### src/rtl/fifo_uart_tx_if.sv
// fifo_uart_tx_if: FIFO drain handshake and serial status bundle for the UART transmit stage
interface fifo_uart_tx_if #(parameter int DATA_WIDTH = 8);
  logic tx_enable;
  logic fifo_empty;
  logic [DATA_WIDTH-1:0] fifo_data;
  logic fifo_pop;
  logic tx;
  logic busy;
  logic frame_done;
  modport master (output tx_enable, fifo_empty, fifo_data, input fifo_pop, tx, busy, frame_done);
  modport slave (input tx_enable, fifo_empty, fifo_data, output fifo_pop, tx, busy, frame_done);
endinterface

### src/rtl/fifo_uart_tx.sv
// fifo_uart_tx: pops FIFO words and serialises each as a UART frame (start, data LSB first, optional parity, stop)
module fifo_uart_tx #(
  parameter int DATA_WIDTH = 8,
  parameter int CLKS_PER_BIT = 16,
  parameter int PARITY_EN = 0,
  parameter int PARITY_ODD = 0
) (
  input logic clk,
  input logic reset,
  fifo_uart_tx_if.slave bus
);
  localparam int BW = (CLKS_PER_BIT > 1) ? $clog2(CLKS_PER_BIT) : 1;
  localparam int CW = $clog2(DATA_WIDTH + 1);
  localparam logic [BW-1:0] BAUD_LAST = BW'(CLKS_PER_BIT - 1);
  localparam logic [CW-1:0] BIT_LAST = CW'(DATA_WIDTH - 1);
  typedef enum logic [2:0] {IDLE, POP, LOAD, START, DATA, PARITY, STOP} state_t;
  state_t state, state_n;
  logic [BW-1:0] baud, baud_n;
  logic [CW-1:0] bit_cnt, bit_n;
  logic [DATA_WIDTH-1:0] shift, shift_n;
  logic par, par_n;
  logic last, on_line;
  assign last = baud == BAUD_LAST;
  assign on_line = state == START || state == DATA || state == PARITY || state == STOP;
  // next state plus baud/bit counters and shift register updates
  always_comb begin
    state_n = state;
    baud_n = (on_line && !last) ? baud + 1'b1 : '0;
    bit_n = bit_cnt;
    shift_n = shift;
    par_n = par;
    case (state)
      IDLE: state_n = (bus.tx_enable && !bus.fifo_empty) ? POP : IDLE;
      POP: state_n = LOAD;
      LOAD: begin
        shift_n = bus.fifo_data;
        par_n = ^bus.fifo_data ^ 1'(PARITY_ODD);
        state_n = START;
      end
      START: begin
        bit_n = '0;
        state_n = last ? DATA : START;
      end
      DATA: if (last) begin
        shift_n = shift >> 1;
        bit_n = bit_cnt + 1'b1;
        state_n = (bit_cnt != BIT_LAST) ? DATA : (PARITY_EN != 0) ? PARITY : STOP;
      end
      PARITY: state_n = last ? STOP : PARITY;
      STOP: state_n = last ? IDLE : STOP;
      default: state_n = IDLE;
    endcase
  end
  // state/datapath registers; outputs are registered from the next-state values so they align with the state
  always_ff @(posedge clk or negedge reset)
    if (!reset) begin
      state <= IDLE;
      baud <= '0;
      bit_cnt <= '0;
      shift <= '0;
      par <= 1'b0;
      bus.tx <= 1'b1;
      bus.fifo_pop <= 1'b0;
      bus.busy <= 1'b0;
      bus.frame_done <= 1'b0;
    end else begin
      state <= state_n;
      baud <= baud_n;
      bit_cnt <= bit_n;
      shift <= shift_n;
      par <= par_n;
      bus.tx <= state_n == START ? 1'b0 : state_n == DATA ? shift_n[0] : state_n == PARITY ? par_n : 1'b1;
      bus.fifo_pop <= state_n == POP;
      bus.busy <= state_n != IDLE;
      bus.frame_done <= state_n == STOP && baud_n == BAUD_LAST;
    end
endmodule

### src/flat_wrapper.sv
// flat-port wrapper written by rule: the top's interface ports become plain ports
module fifo_uart_tx_flat 
#(
  parameter int DATA_WIDTH = 8,
  parameter int CLKS_PER_BIT = 16,
  parameter int PARITY_EN = 0,
  parameter int PARITY_ODD = 0
)
  (clk, reset, bus_tx_enable, bus_fifo_empty, bus_fifo_data, bus_fifo_pop, bus_tx, bus_busy, bus_frame_done);
  fifo_uart_tx_if #(.DATA_WIDTH(DATA_WIDTH)) bus_i ();
  input logic clk;
  input logic reset;
  input wire logic [$bits(bus_i.tx_enable)-1:0] bus_tx_enable;
  input wire logic [$bits(bus_i.fifo_empty)-1:0] bus_fifo_empty;
  input wire logic [$bits(bus_i.fifo_data)-1:0] bus_fifo_data;
  output wire logic [$bits(bus_i.fifo_pop)-1:0] bus_fifo_pop;
  output wire logic [$bits(bus_i.tx)-1:0] bus_tx;
  output wire logic [$bits(bus_i.busy)-1:0] bus_busy;
  output wire logic [$bits(bus_i.frame_done)-1:0] bus_frame_done;
  assign bus_i.tx_enable = bus_tx_enable;
  assign bus_i.fifo_empty = bus_fifo_empty;
  assign bus_i.fifo_data = bus_fifo_data;
  assign bus_fifo_pop = bus_i.fifo_pop;
  assign bus_tx = bus_i.tx;
  assign bus_busy = bus_i.busy;
  assign bus_frame_done = bus_i.frame_done;
  fifo_uart_tx #(.DATA_WIDTH(DATA_WIDTH), .CLKS_PER_BIT(CLKS_PER_BIT), .PARITY_EN(PARITY_EN), .PARITY_ODD(PARITY_ODD)) u_core (.clk(clk), .reset(reset), .bus(bus_i));
endmodule
### config.mk
export PLATFORM = sky130hd
export DESIGN_NAME = fifo_uart_tx_flat
export DESIGN_NICKNAME = d
export VERILOG_FILES = /design/src/rtl/fifo_uart_tx_if.sv /design/src/rtl/fifo_uart_tx.sv /design/src/flat_wrapper.sv
export SDC_FILE = /design/constraint.sdc
export NUM_CORES = 1
export LEC_CHECK = 0
export CAP_MARGIN = 20
export CORE_MARGIN = 3
export CORE_UTILIZATION = 57
export DETAILED_ROUTE_END_ITERATION = 7
export HOLD_SLACK_MARGIN = 0.15
export PLACE_DENSITY = 0.81
export SYNTH_ARGS = -nofsm -noshare
export SYNTH_HDL_FRONTEND = slang
export SYNTH_SLANG_ARGS = --single-unit
### constraint.sdc
create_clock -name clk -period 3.1 [get_ports clk]
set_input_delay 0.62 -clock clk [delete_from_list [all_inputs] [get_ports clk]]
set_output_delay 0.62 -clock clk [all_outputs]
set_load 0.02 [all_outputs]
==> key figures, run 1 <==
Placed design
  – Number of instances in the placed design: 157
  – DP Wirelength: 1.72 mm
  – Final weighted congestion of routability-driven global placement: 0.776
  – Placed instance area: 0.00137 mm^2
  – Count of buffers inserted at the top-level ports: 15

Synth
  – Number of enable flip-flop cells after synthesis: 0
  – Sequential area share after synthesis: 48.9%
  – Count of unique library cells instantiated by Yosys: 40
  – Biggest area consumer among synthesized cells: sky130_fd_sc_hd__dfrtp_1
  – Synth async-reset ratio: 100%
  – Nets in the synthesized netlist: 133
  – Total standard cell area after synthesis: 0.00123 mm^2
  – Cell with the most instances after synthesis: sky130_fd_sc_hd__dfrtp_1
  – Seq cells post-synth: 24
  – Syn_area_per_cell: 10.3 um^2
  – Top post-synthesis cells by count: 23 x sky130_fd_sc_hd__dfrtp_1, 17 x sky130_fd_sc_hd__nand2_1, 10 x sky130_fd_sc_hd__nor2_1
  – Post-synth top area share: 46.7%
  – Mapped Cells: 119
  – Largest cells by area after synthesis: sky130_fd_sc_hd__dfrtp_1 47%, sky130_fd_sc_hd__nand2_1 5.2%, sky130_fd_sc_hd__xnor2_1 5.0%
  – Synthesis warning total: 0
  – Top FF cell, synth: sky130_fd_sc_hd__dfrtp_1

Clocking
  – Skew-Pair Late Insertion Delay: 320 ps
  – Hold-fix buffers, CTS: 0
  – Post-cts sizing count: 0
  – Number of clock sinks: 24
  – Clock Root Buffer: sky130_fd_sc_hd__clkbuf_4
  – CTS tree: built
  – Post-CTS setup repair buffer count: 0
  – Worst-path clk slew: 120 ps
  – Number of buffers inserted during clock tree synthesis: 3
  – Max Root-Sink Buffers: 2
  – Maximum level of the CTS H-tree: 1

Finish
  – Fraction of layout cells with a size suffix above 1: 11.2%
  – Synth-to-Final Area Change: 13.6%
  – Number of standard cells in the final layout excluding fillers: 161
  – Post-layout net count: 149
  – Diode count: 0
  – Final cell utilization of the core: 69.9%
  – Design Area, Final: 0.00140 mm^2

Worst setup path
  – Slowest Stage Delay on Critical Path: 590 ps
  – Depth of the critical timing path with buffers and inverters included: 1
  – CP endpoint kind: output pin
  – Standard cell with the maximum stage delay on the critical path: sky130_fd_sc_hd__clkdlybuf4s50_1
  – Worst reg2reg path depth: 7
  – Worst Setup Start Kind: flip-flop
  – Highest net fanout along the worst path: 1
  – CP bufs+invs: 1
  – Critical path arrival: 1450 ps
  – Worst Setup Path Type: flip-flop to output pin
  – Cell breakdown of the critical path: clkdlybuf4s50_1
  – WP data required: 2480 ps
  – Largest delay contributor family on the critical path: buffers and inverters

Die
  – CORE AREA: 0.00200 mm^2
  – Initial Util: 61.5%
  – Die Span X: 52.5 um
  – Placement Rows: 16
  – Die Height: 52.5 um
  – Ports: 16
  – Die footprint: 0.00275 mm^2

STA
  – Portion of the clock cycle consumed by the worst path in the final layout: 66.8%
  – Fin. max-slew vios: 0
  – Setup repair after global routing missed its margin: false
  – Worst slew margin relative to its limit: 72.1%
  – Slew at the pin closest to its max-slew limit: 419 ps
  – Number of failing setup endpoints in the final timing report: 0
  – Number of hold violations in the final report: 0
  – Total negative slack for setup checks: 0 ps
  – Fmax: 483 MHz
  – Maximum clock skew at final layout: 7.61 ps
  – Tightest hold margin: 486 ps
  – Time the worst path needs with I/O delays and setup: 2070 ps

Detailed routing
  – Post-DRT Antenna Nets: 0
  – Final wirelength: 2.41 mm
  – Routed wirelength normalized by instance count: 14.9 um
  – Routed vias/inst: 5.88
  – DRC viols: 0
  – Initial detailed-routing violation count: 15
  – First-pass DRT Iterations: 4
  – Count of vias placed by the detailed router: 946

Global routing
  – Global-route wire length before repair: 4.19 mm
  – Overflow after GRT: 0
  – Initial antenna violation count: 0
  – Largest net degree at the start of global routing: 25
  – Overall fraction of global-route tracks in use: 20.9%
  – Via count of the first global-routing pass: 961

Job
  – Maxcap violations: 0

Pwr
  – Worst supply voltage drop on vdd: 0.274 mV
  – Leak Pwr: 0.584 nW
  – Pwr per Cell Area: 380 mW/mm^2

Hold path
  – Worst Hold Path Cells: 1
  – Worst hold path class: flip-flop to flip-flop

Outcome
  – Status: finished, final reports clean
## cells by family (layout without fill, tap and decap cells)
| kind of cell | after synthesis | count (layout) | share of synthesized area (%) |
|---|---|---|---|
| multiplexers | 1 | 1 | 0.915 |
| adder cells (fa/ha/maj) | 2 | 2 | 2.03 |
| buffers and inverters | 9 | 24 | 5.89 |
| AO/OA/AOI/OAI | 24 | 24 | 13.8 |
| XOR/XNOR | 11 | 11 | 7.83 |
| flip-flops | 24 | 24 | 48.9 |
| AND/OR/NAND/NOR | 48 | 48 | 20.6 |
## layout by cell type (no fill, tap or decap), types with 3 or more instances in the layout
| cell | Yosys | final |
|---|---|---|
| sky130_fd_sc_hd__dfrtp_1 | 23 | 23 |
| sky130_fd_sc_hd__nand2_1 | 17 | 17 |
| sky130_fd_sc_hd__clkdlybuf4s50_1 | 0 | 15 |
| sky130_fd_sc_hd__nor2_1 | 10 | 10 |
| sky130_fd_sc_hd__a22oi_1 | 7 | 7 |
| sky130_fd_sc_hd__xnor2_1 | 7 | 7 |
| sky130_fd_sc_hd__xor2_1 | 4 | 4 |
| sky130_fd_sc_hd__o21ai_0 | 4 | 4 |
| sky130_fd_sc_hd__nand3_1 | 3 | 3 |
| sky130_fd_sc_hd__a21oi_1 | 3 | 3 |
| sky130_fd_sc_hd__clkbuf_4 | 0 | 3 |
| sky130_fd_sc_hd__buf_4 | 0 | 3 |
## through the flow
step	power, mW	setup WS, ps
2_1_floorplan	0.360	1350
3_3_place_gp	0.389	1070
3_5_place_dp	0.391	1020
4_1_cts	0.536	1020
5_1_grt	0.552	917
6_report	0.532	1030
## final timing paths
| kind | start | to | slack (ps) |
|---|---|---|---|
| worst min-delay path | u_core.shift[0] | u_core.shift[0] | 490 |
| worst max-delay path | u_core.bus.tx | bus_tx | 1030 |
| worst max register to register | u_core.baud[0] | u_core.bus.tx | 1130 |
| worst min register to register | u_core.shift[0] | u_core.shift[0] | 490 |
| min in group asynchronous | reset | u_core.bus.fifo_pop | 630 |
| max in group asynchronous | reset | u_core.bus.tx | 2170 |
## per-layer routing
layer  GRT usage [%]  wire [um]
met2            33.7       1160
met1            25.5       1090
met4            11.9         51
met3            4.56        103
met5               0          0
## power by group
part / internal, mW / switching [mW] / total, mW
logic: 0.0309 / 0.0265 / 0.0574
clock network: 0.0504 / 0.0953 / 0.146
registers: 0.324 / 0.00481 / 0.329
total: 0.405 / 0.127 / 0.532
## registers in the layout (all words and copies together), names as in the netlist
register,count
u_core.par,1
u_core.state,3
u_core.bus.fifo_pop,1
u_core.bus.frame_done,1
u_core.baud,4
u_core.bus.tx,1
u_core.bus.busy,1
u_core.shift,8
u_core.bit_cnt,4
## final cells by class
| cell class | instances | area (um^2) |
|---|---|---|
| clock buffers | 4 | 26.3 |
| fillers | 162 | 603 |
| inverters | 2 | 7.51 |
| multi-input cells | 86 | 557 |
| flip-flops and latches | 24 | 602 |
| well taps | 27 | 33.8 |
| repair buffers | 18 | 173 |
No activity file was read; power rests on OpenSTA's default activity.
==> run 2: changes to the inputs <==
Settings changed: CORE_ASPECT_RATIO set to 1.75, CORE_UTILIZATION 57 to 48, PLACE_DENSITY 0.81 to 0.73.
Clock period 3.1 ns to 1.8 ns, I/O delays scaled along.
==> run 2 against run 1 <==
First-iteration DRC count grew 40%. Sequential cell count unchanged. Final area increased by 7.9%. Power up 92%.
==> key figures, run 2 (same netlist as run 1, synthesis figures left out) <==
STA
  – Fin. max-slew vios: 0
  – Time the worst path needs with I/O delays and setup: 1740 ps
  – Number of failing setup endpoints in the final timing report: 0
  – Number of hold violations in the final report: 0
  – Slew at the pin closest to its max-slew limit: 407 ps
  – Worst slew margin relative to its limit: 72.9%
  – Maximum clock skew at final layout: 2.06 ps
  – Setup repair after global routing missed its margin: false
  – Portion of the clock cycle consumed by the worst path in the final layout: 96.7%
  – Fmax: 574 MHz

Pwr
  – Switching power share of the total: 21.2%
  – Leak Pwr: 0.652 nW
  – Power share of the sequential group: 55.2%
  – Worst supply voltage drop on vdd: 0.465 mV
  – Portion of total power attributed to combinational logic: 9.3%
  – NetSw: 217 uW
  – Pwr per Cell Area: 678 mW/mm^2
  – Post-layout total power: 1.02 mW
  – Internal portion of total power: 806 uW
  – Power share of the clock group: 35.5%

Clocking
  – Skew-Pair Late Insertion Delay: 270 ps
  – Clock Root Buffer: sky130_fd_sc_hd__clkbuf_8
  – Maximum level of the CTS H-tree: 1
  – CTS tree: built
  – Number of clock sinks: 24
  – Worst-path clk slew: 80 ps
  – Max Root-Sink Buffers: 2
  – Hold-fix buffers, CTS: 0
  – Number of buffers inserted during clock tree synthesis: 3

Worst setup path
  – CP bufs+invs: 1
  – Highest net fanout along the worst path: 1
  – Slowest Stage Delay on Critical Path: 590 ps
  – Critical path arrival: 1380 ps
  – Standard cell with the maximum stage delay on the critical path: sky130_fd_sc_hd__clkdlybuf4s50_1
  – Cell breakdown of the critical path: clkdlybuf4s50_1
  – Largest delay contributor family on the critical path: buffers and inverters
  – R2R setup slack: 60 ps
  – WP data required: 1440 ps
  – Worst Setup Start Kind: flip-flop
  – Worst Setup Path Type: flip-flop to output pin
  – CP endpoint kind: output pin

Finish
  – Synth-to-Final Area Change: 22.6%
  – Registers with the highest flip-flop counts: u_core.shift: 8 flops, u_core.baud: 4 flops, u_core.bit_cnt: 4 flops
  – Diode count: 0
  – Register containing the most flip-flops in the final layout: u_core.shift
  – Most frequent standard cell in the layout excluding fill and tap cells: sky130_fd_sc_hd__dfrtp_1
  – Fraction of layout cells with a size suffix above 1: 20.3%
  – Post-layout net count: 158
  – Most frequent cells in the layout: 23 x sky130_fd_sc_hd__dfrtp_1, 17 x sky130_fd_sc_hd__nand2_1, 15 x sky130_fd_sc_hd__clkdlybuf4s50_1, 12 x sky130_fd_sc_hd__buf_4, 10 x sky130_fd_sc_hd__nor2_1
  – Design Area, Final: 0.00151 mm^2
  – Flip-flop count of the largest register after layout: 8

Die
  – Die Height: 73.0 um
  – Die footprint: 0.00323 mm^2
  – Ports: 16
  – CORE AREA: 0.00236 mm^2
  – Die Span X: 44.3 um
  – Placement Rows: 23
  – Initial Util: 52.2%

Detailed routing
  – Final wirelength: 2.39 mm
  – Initial detailed-routing violation count: 21
  – Routed vias/inst: 5.54
  – Post-DRT Antenna Nets: 0
  – DRC viols: 0
  – Count of vias placed by the detailed router: 931
  – Routed wirelength normalized by instance count: 14.2 um
  – First-pass DRT Iterations: 4

Global routing
  – Largest net degree at the start of global routing: 25
  – Fraction of met3 tracks used by global routing: 2.96%
  – Initial antenna violation count: 0
  – Met2 Use GR: 30.0%
  – Overall fraction of global-route tracks in use: 16.7%
  – Global-route wire length before repair: 4.00 mm
  – Overflow after GRT: 0
  – Via count of the first global-routing pass: 983
  – Met1 track utilization from global routing: 18.2%
  – Global routing's busiest layer: met2

Placed design
  – Count of buffers inserted at the top-level ports: 15
  – DP Wirelength: 1.77 mm
  – Final weighted congestion of routability-driven global placement: 0.872
  – Placed instance area: 0.00143 mm^2

Outcome
  – Status: finished, final reports clean

Job
  – Maxcap violations: 0

Hold path
  – Worst hold path class: primary input to async pin
==> run 2: worst paths after layout <==
path	cells after the start	start	end
worst max-delay path	1	u_core.bus.tx	bus_tx
worst min register to register	2	u_core.shift[2]	u_core.shift[2]
max in group asynchronous	2	reset	u_core.bus.tx
worst max register to register	6	u_core.baud[1]	u_core.bus.tx
min in group clk	2	u_core.shift[2]	u_core.shift[2]
worst min-delay path	2	reset	u_core.bit_cnt[2]
==> run 2: cell type report <==
class                      instances  area [um^2]
timing repair buffer              27          240
tap                               25         31.3
sequential                        24          602
inverter                           2         7.51
fill                             199          851
clock buffer                       4         55.1
multi-input combinational         86          573
==> run 2: metal layers <==
| metal | part of all wire, % | vias up |
|---|---|---|
| li1 | - | 460 |
| met4 | 2.1 | 0 |
| met3 | 4.2 | 6 |
| met1 | 39 | 450 |
| met2 | 54 | 15 |
| met5 | 0 | - |
==> run 2: repair_timing <==
item	CTS	global route
gates cloned	0	0
resized for setup	4	1
buffers inserted	0	1
pin swaps	1	2
endpoints found under the setup margin	2	1
==> run 2: power by group through the flow <==
stage                     sequential (mW)  combinational, mW  clock [mW]
after floorplan                     0.575             0.0456           0
after global routing                0.566              0.106       0.383
final                               0.565             0.0956       0.363
after global placement              0.575             0.0944           0
after CTS                           0.565             0.0984       0.375
after detailed placement            0.576             0.0977           0
==> run 2: through the flow <==
| stage | setup slack (ps) | util [%] | hold WS, ps | TNS, ps | std cells |
|---|---|---|---|---|---|
| floorplan | 53.1 | - | 64.4 | 0 | 119 |
| global placement | -7.89 | 60.6 | 459 | -7.89 | 163 |
| detailed placement | -45.6 | 60.6 | 474 | -71.0 | 163 |
| CTS | 4.05 | 63.5 | 451 | 0 | 167 |
| global route | 5.24 | 63.9 | 474 | 0 | 168 |
| finish | 59.3 | 63.9 | 444 | 0 | 168 |
==> run 3: changes to the inputs <==
Settings changed: CORE_UTILIZATION 48 to 53, GPL_TIMING_DRIVEN set to 1, PLACE_DENSITY 0.73 to 0.76.
Clock period 1.8 ns to 1.7 ns, I/O delays scaled along.
==> run 3 against run 2 <==
The run now ends with negative setup slack left. Non-clock buffer count grew 3. Power is 6.6% lower. Largest cell class is now multi-input combinational cells. First-iteration DRC count is 24% higher. Final cell count up 1.2%. Critical path type is now flip-flop to flip-flop.
==> key figures, run 3 (same netlist as run 1, synthesis figures left out) <==
Outcome
  – Status: finished, violations left
  – Failing checks: negative setup slack

STA
  – Total negative slack for setup checks: -3.58 ps
  – Number of failing setup endpoints in the final timing report: 1
  – Setup repair after global routing missed its margin: true
  – Fmax: 587 MHz
  – Time the worst path needs with I/O delays and setup: 1700 ps
  – Tightest hold margin: 355 ps
  – Minimum setup slack in the final design: -3.58 ps
  – Portion of the clock cycle consumed by the worst path in the final layout: 100%
  – Fin. max-slew vios: 0
  – Worst slew margin relative to its limit: 73.8%
  – Slew at the pin closest to its max-slew limit: 393 ps
  – Number of hold violations in the final report: 0
  – Maximum clock skew at final layout: 8.86 ps

Die
  – Initial Util: 57.3%
  – Die footprint: 0.00296 mm^2
  – CORE AREA: 0.00215 mm^2
  – Ports: 16
  – Placement Rows: 22
  – Die Height: 69.8 um
  – Die Span X: 42.4 um

Worst setup path
  – Standard cell with the maximum stage delay on the critical path: sky130_fd_sc_hd__dfrtp_1
  – Critical path arrival: 1960 ps
  – Highest net fanout along the worst path: 5
  – Slowest Stage Delay on Critical Path: 410 ps
  – WP data required: 1960 ps
  – Worst Setup Path Type: flip-flop to flip-flop
  – Cell breakdown of the critical path: ha_4 -> and3_4 -> a21oi_2 -> a311o_1 -> or2_0 -> o31a_1
  – Worst Setup Start Kind: flip-flop
  – CP endpoint kind: flip-flop

Detailed routing
  – Initial detailed-routing violation count: 26
  – Final wirelength: 2.51 mm
  – Count of vias placed by the detailed router: 950
  – Routed vias/inst: 5.59
  – First-pass DRT Iterations: 5
  – Post-DRT Antenna Nets: 0
  – DRC viols: 0
  – Routed wirelength normalized by instance count: 14.7 um

Placed design
  – Final weighted congestion of routability-driven global placement: 0.862
  – Placed instance area: 0.00145 mm^2
  – Number of instances in the placed design: 164
  – Count of buffers inserted at the top-level ports: 15
  – DP Wirelength: 1.92 mm

Pwr
  – Leak Pwr: 0.661 nW
  – Worst supply voltage drop on vdd: 0.520 mV
  – Pwr per Cell Area: 622 mW/mm^2

Clocking
  – Number of clock sinks: 24
  – Worst-path clk slew: 120 ps
  – CTS tree: built
  – Skew-Pair Late Insertion Delay: 320 ps
  – Max Root-Sink Buffers: 2
  – Clock Root Buffer: sky130_fd_sc_hd__clkbuf_4
  – Number of buffers inserted during clock tree synthesis: 3
  – Maximum level of the CTS H-tree: 1

Finish
  – Design Area, Final: 0.00154 mm^2
  – Flip-flop count of the largest register after layout: 8
  – Post-layout net count: 161
  – Final cell utilization of the core: 71.6%
  – Diode count: 0
  – Register containing the most flip-flops in the final layout: u_core.shift
  – Synth-to-Final Area Change: 24.8%
  – Most frequent standard cell in the layout excluding fill and tap cells: sky130_fd_sc_hd__dfrtp_1
  – Registers with the highest flip-flop counts: u_core.shift: 8 flops, u_core.baud: 4 flops, u_core.bit_cnt: 4 flops
  – Fraction of layout cells with a size suffix above 1: 23.3%
  – Most frequent cells in the layout: 22 x sky130_fd_sc_hd__dfrtp_1, 17 x sky130_fd_sc_hd__nand2_1, 15 x sky130_fd_sc_hd__buf_4, 14 x sky130_fd_sc_hd__clkdlybuf4s50_1, 10 x sky130_fd_sc_hd__nor2_1
  – Number of standard cells in the final layout excluding fillers: 170

Global routing
  – Initial antenna violation count: 0
  – Via count of the first global-routing pass: 1047
  – Largest net degree at the start of global routing: 25
  – Overflow after GRT: 0
  – Global-route wire length before repair: 4.64 mm
  – Overall fraction of global-route tracks in use: 20.3%

Hold path
  – Worst hold path class: primary input to async pin

Job
  – Maxcap violations: 0
run 3: per-layer routing:
layer  global-route usage [%]  wire [um]
met1                     21.6        957
met2                     37.2       1430
met3                     2.34         66
met4                     10.7         51
met5                        0          0
run 3: final cells by class:
cell class | count | area, um^2
clock buffer | 4 | 26.3
fill | 170 | 611
inverter | 2 | 7.51
multi-input combinational | 86 | 608
sequential | 24 | 603
tap | 24 | 30.0
timing repair buffer | 30 | 262
run 3: repair_timing:
action / CTS / global route
hold buffers: 0 / 0
endpoints found under the setup margin: 6 / 5
buffers inserted: 2 / 0
pin swaps: 2 / 0
resized for setup: 8 / 3
endpoints found under the hold margin: 0 / 0
run 3: power breakdown:
| group | switching [mW] | internal [mW] |
|---|---|---|
| registers | 0.00756 | 0.591 |
| logic | 0.0460 | 0.0555 |
| clock network | 0.165 | 0.0920 |
run 3: worst max-delay path, delay by kind of cell, from the launching register on:
| kind | cells | cell delay [ps] |
|---|---|---|
| AO/OA/AOI/OAI | 3 | 610 |
| flip-flops | 1 | 410 |
| AND/OR/NAND/NOR | 2 | 430 |
| adder cells (fa/ha/maj) | 1 | 170 |
run 3: final timing paths:
| check | start | end | slack [ps] | cells past startpoint |
|---|---|---|---|---|
| max | u_core.baud[0] | u_core.bus.tx | -4 | 6 |
| min | reset | u_core.bit_cnt[2] | 360 | 2 |
| max reg2reg | u_core.baud[0] | u_core.bus.tx | -4 | 6 |
| min reg2reg | u_core.shift[0] | u_core.shift[0] | 480 | 1 |
| max in group asynchronous | reset | u_core.bus.tx | 1050 | 2 |
| min in group clk | u_core.shift[0] | u_core.shift[0] | 480 | 1 |
run 3: metrics by stage:
step	setup slack (ps)	total power, mW
after floorplan	-30.4	0.657
after global placement	-95.8	0.709
after detailed placement	-156	0.714
after CTS	0.973	0.967
after global routing	-96.0	1.01
final	-3.58	0.956
==> variant: new RTL, flow settings as in run 1 <==
`DATA_WIDTH` is set to 8 in 3 places; all go to 32.
--- a/src/rtl/fifo_uart_tx_if.sv
+++ b/src/rtl/fifo_uart_tx_if.sv
@@ -1,3 +1,3 @@
 // fifo_uart_tx_if: FIFO drain handshake and serial status bundle for the UART transmit stage
-interface fifo_uart_tx_if #(parameter int DATA_WIDTH = 8);
+interface fifo_uart_tx_if #(parameter int DATA_WIDTH = 32);
   logic tx_enable;
--- a/src/rtl/fifo_uart_tx.sv
+++ b/src/rtl/fifo_uart_tx.sv
@@ -2,3 +2,3 @@
 module fifo_uart_tx #(
-  parameter int DATA_WIDTH = 8,
+  parameter int DATA_WIDTH = 32,
   parameter int CLKS_PER_BIT = 16,
--- a/src/flat_wrapper.sv
+++ b/src/flat_wrapper.sv
@@ -3,3 +3,3 @@
 #(
-  parameter int DATA_WIDTH = 8,
+  parameter int DATA_WIDTH = 32,
   parameter int CLKS_PER_BIT = 16,
Ports: changed (resized bus_fifo_data); port bits go from 16 to 40. No check against the original RTL was run, so the function may have changed too.
==> variant against run 1 <==
- total power rose to 2.5 times the old value
- largest power group unchanged
- global-route usage rose by 0.89 points
- routed wire length rose by 120%
- maximum frequency fell by 4.5%
- combinational power rose to 3.7 times the old value
- synthesized area rose by 100%
- sequential cell count rose by 26
- setup slack got worse by 0.097 ns
- clock power rose to 2.9 times the old value
- final area rose by 120%
- synthesized cell count rose by 120%
- worst hold slack got worse by 0.19 ns
==> variant: results (changes against run 1) <==
Top flop regs: u_core.shift (32), u_core.bit_cnt (6), u_core.baud (4) (was u_core.shift (8), u_core.baud (4), u_core.bit_cnt (4))
Largest cells by area after synthesis: dfrtp_1 49%, nand2_1 11%, xnor2_1 9.9% (was dfrtp_1 47%, nand2_1 5.2%, xnor2_1 5.0%)
Metal2 WL: 2690 um (was 1160 um)
Final nets: 330 (was 149)
Period Utilization, post-route: 69.9% (was 66.8%)
Routed WL: 5220 um (was 2410 um)
Max clock buf depth: 2 (unchanged)
Worst R2R End: u_core.bit_cnt[5] (was u_core.bus.tx)
Clock group: 430 uW (was 146 uW)
HP Class: in2async (was reg2reg)
M1 GR Usage: 28.1% (was 25.5%)
Arr. time, crit path: 2.39 ns (was 1.45 ns)
Worst-path clk slew: 0.08 ns (was 0.12 ns)
Setup CP Type: reg2reg (was reg2out)
Layout cells sized above 1: 6.48% (was 11.2%)
Met3 usage: 4.02% (was 4.56%)
CP max-delay cell: nor3_4 (was clkdlybuf4s50_1)
Syn nets: 294 (was 133)
Unique cell type count in the Yosys netlist: 33 (was 40)
Vias in the first global route: 1931 (was 961)
Area after DPL: 2900 um2 (was 1370 um2)
Worst-Skew Late Latency: 0.30 ns (was 0.32 ns)
Clk_skew: 0.00267 ns (was 0.00761 ns)
Via density: 5.69 (was 5.88)
Comb pwr share: 15.8% (was 10.8%)
Met3 routed WL: 204 um (was 103 um)
Cts bufs inserted: 5 (was 3)
Tot GR Track Use: 21.8% (was 20.9%)
Reg2Reg Depth: 6 (was 7)
R2R Setup Slk: 0.93 ns (was 1.13 ns)
NetSw: 313 uW (was 127 uW)
First-pass GRT wire length: 8770 um (was 4190 um)
Syn avg cell area: 9.70 um2 (was 10.3 um2)
Port Buffer Count: 39 (was 15)
Clock share of power: 32.1% (was 27.4%)
Hold Slack: 0.293 ns (was 0.486 ns)
Sum of negative setup slack: 0 ns (unchanged)
Clock Tree Root: clkbuf_8 (was clkbuf_4)
DP Wirelength: 3860 um (was 1720 um)
Top post-synthesis cells by count: 71 x nand2_1, 49 x dfrtp_1, 31 x a22oi_1 (was 23 x dfrtp_1, 17 x nand2_1, 10 x nor2_1)
Met1 WL: 2240 um (was 1090 um)
Maximum vdd drop: 0.280 mV (was 0.274 mV)
H-tree levels: 2 (was 1)
Register area share after synthesis: 50.4% (was 48.9%)
Largest net degree at the start of global routing: 36 (was 25)
Synth warn: 0 (unchanged)
Place WS: 0.889 ns (was 1.02 ns)
Leak Pwr: 0.00135 uW (was 0.000584 uW)
Slew headroom: 57.4% (was 72.1%)
Met2 Use GR: 36.4% (was 33.7%)
DP Cell Count: 335 (was 157)
Wirelength per Cell: 15.2 um (was 14.9 um)
Status: completed (unchanged)
RePlAce Congestion: 0.798 (was 0.776)
Critical path's largest stage delay: 0.57 ns (was 0.59 ns)
Max Fanout on Critical Path: 15 (was 1)
Fillers: 310 (was 162)
Initial drt markers: 189 (was 15)
[variant: cell types whose count changed after synthesis, sizes merged, moves of 5 or more]
cell / run 1 / this run
xnor2: 7 / 28
dfrtp: 23 / 49
a22oi: 7 / 31
xor2: 4 / 9
nand2: 18 / 71
clkbuf: 2 / 7
[variant: area by class of cell]
type,instances,area [um2],share of cell area (%)
Clock buffer,8,110,3.65
Inverter,2,7.51,0.249
Multi-Input combinational cell,190,1160,38.7
Sequential cell,50,1250,41.6
Tap cell,50,62.6,2.08
Timing Repair Buffer,43,415,13.8
[variant: critical path: cells and delay by family, from the launching register on]
family | cells | cell delay (ns)
and+or+nand+nor | 4 | 1.31
DFF | 1 | 0.40
adders and majority gates | 1 | 0.23
AOI/OAI and AO/OA | 1 | 0.15
[variant: logic make-up after synthesis]
logic type	Yosys count	synth area share, %
xor gates and xnor gates	37	13.0
and+or+nand+nor	104	19.0
adders and majority gates	2	1.01
AOI/OAI and AO/OA	46	13.0
muxes	1	0.403
buffers and inverters	16	3.02
DFF	50	50.4
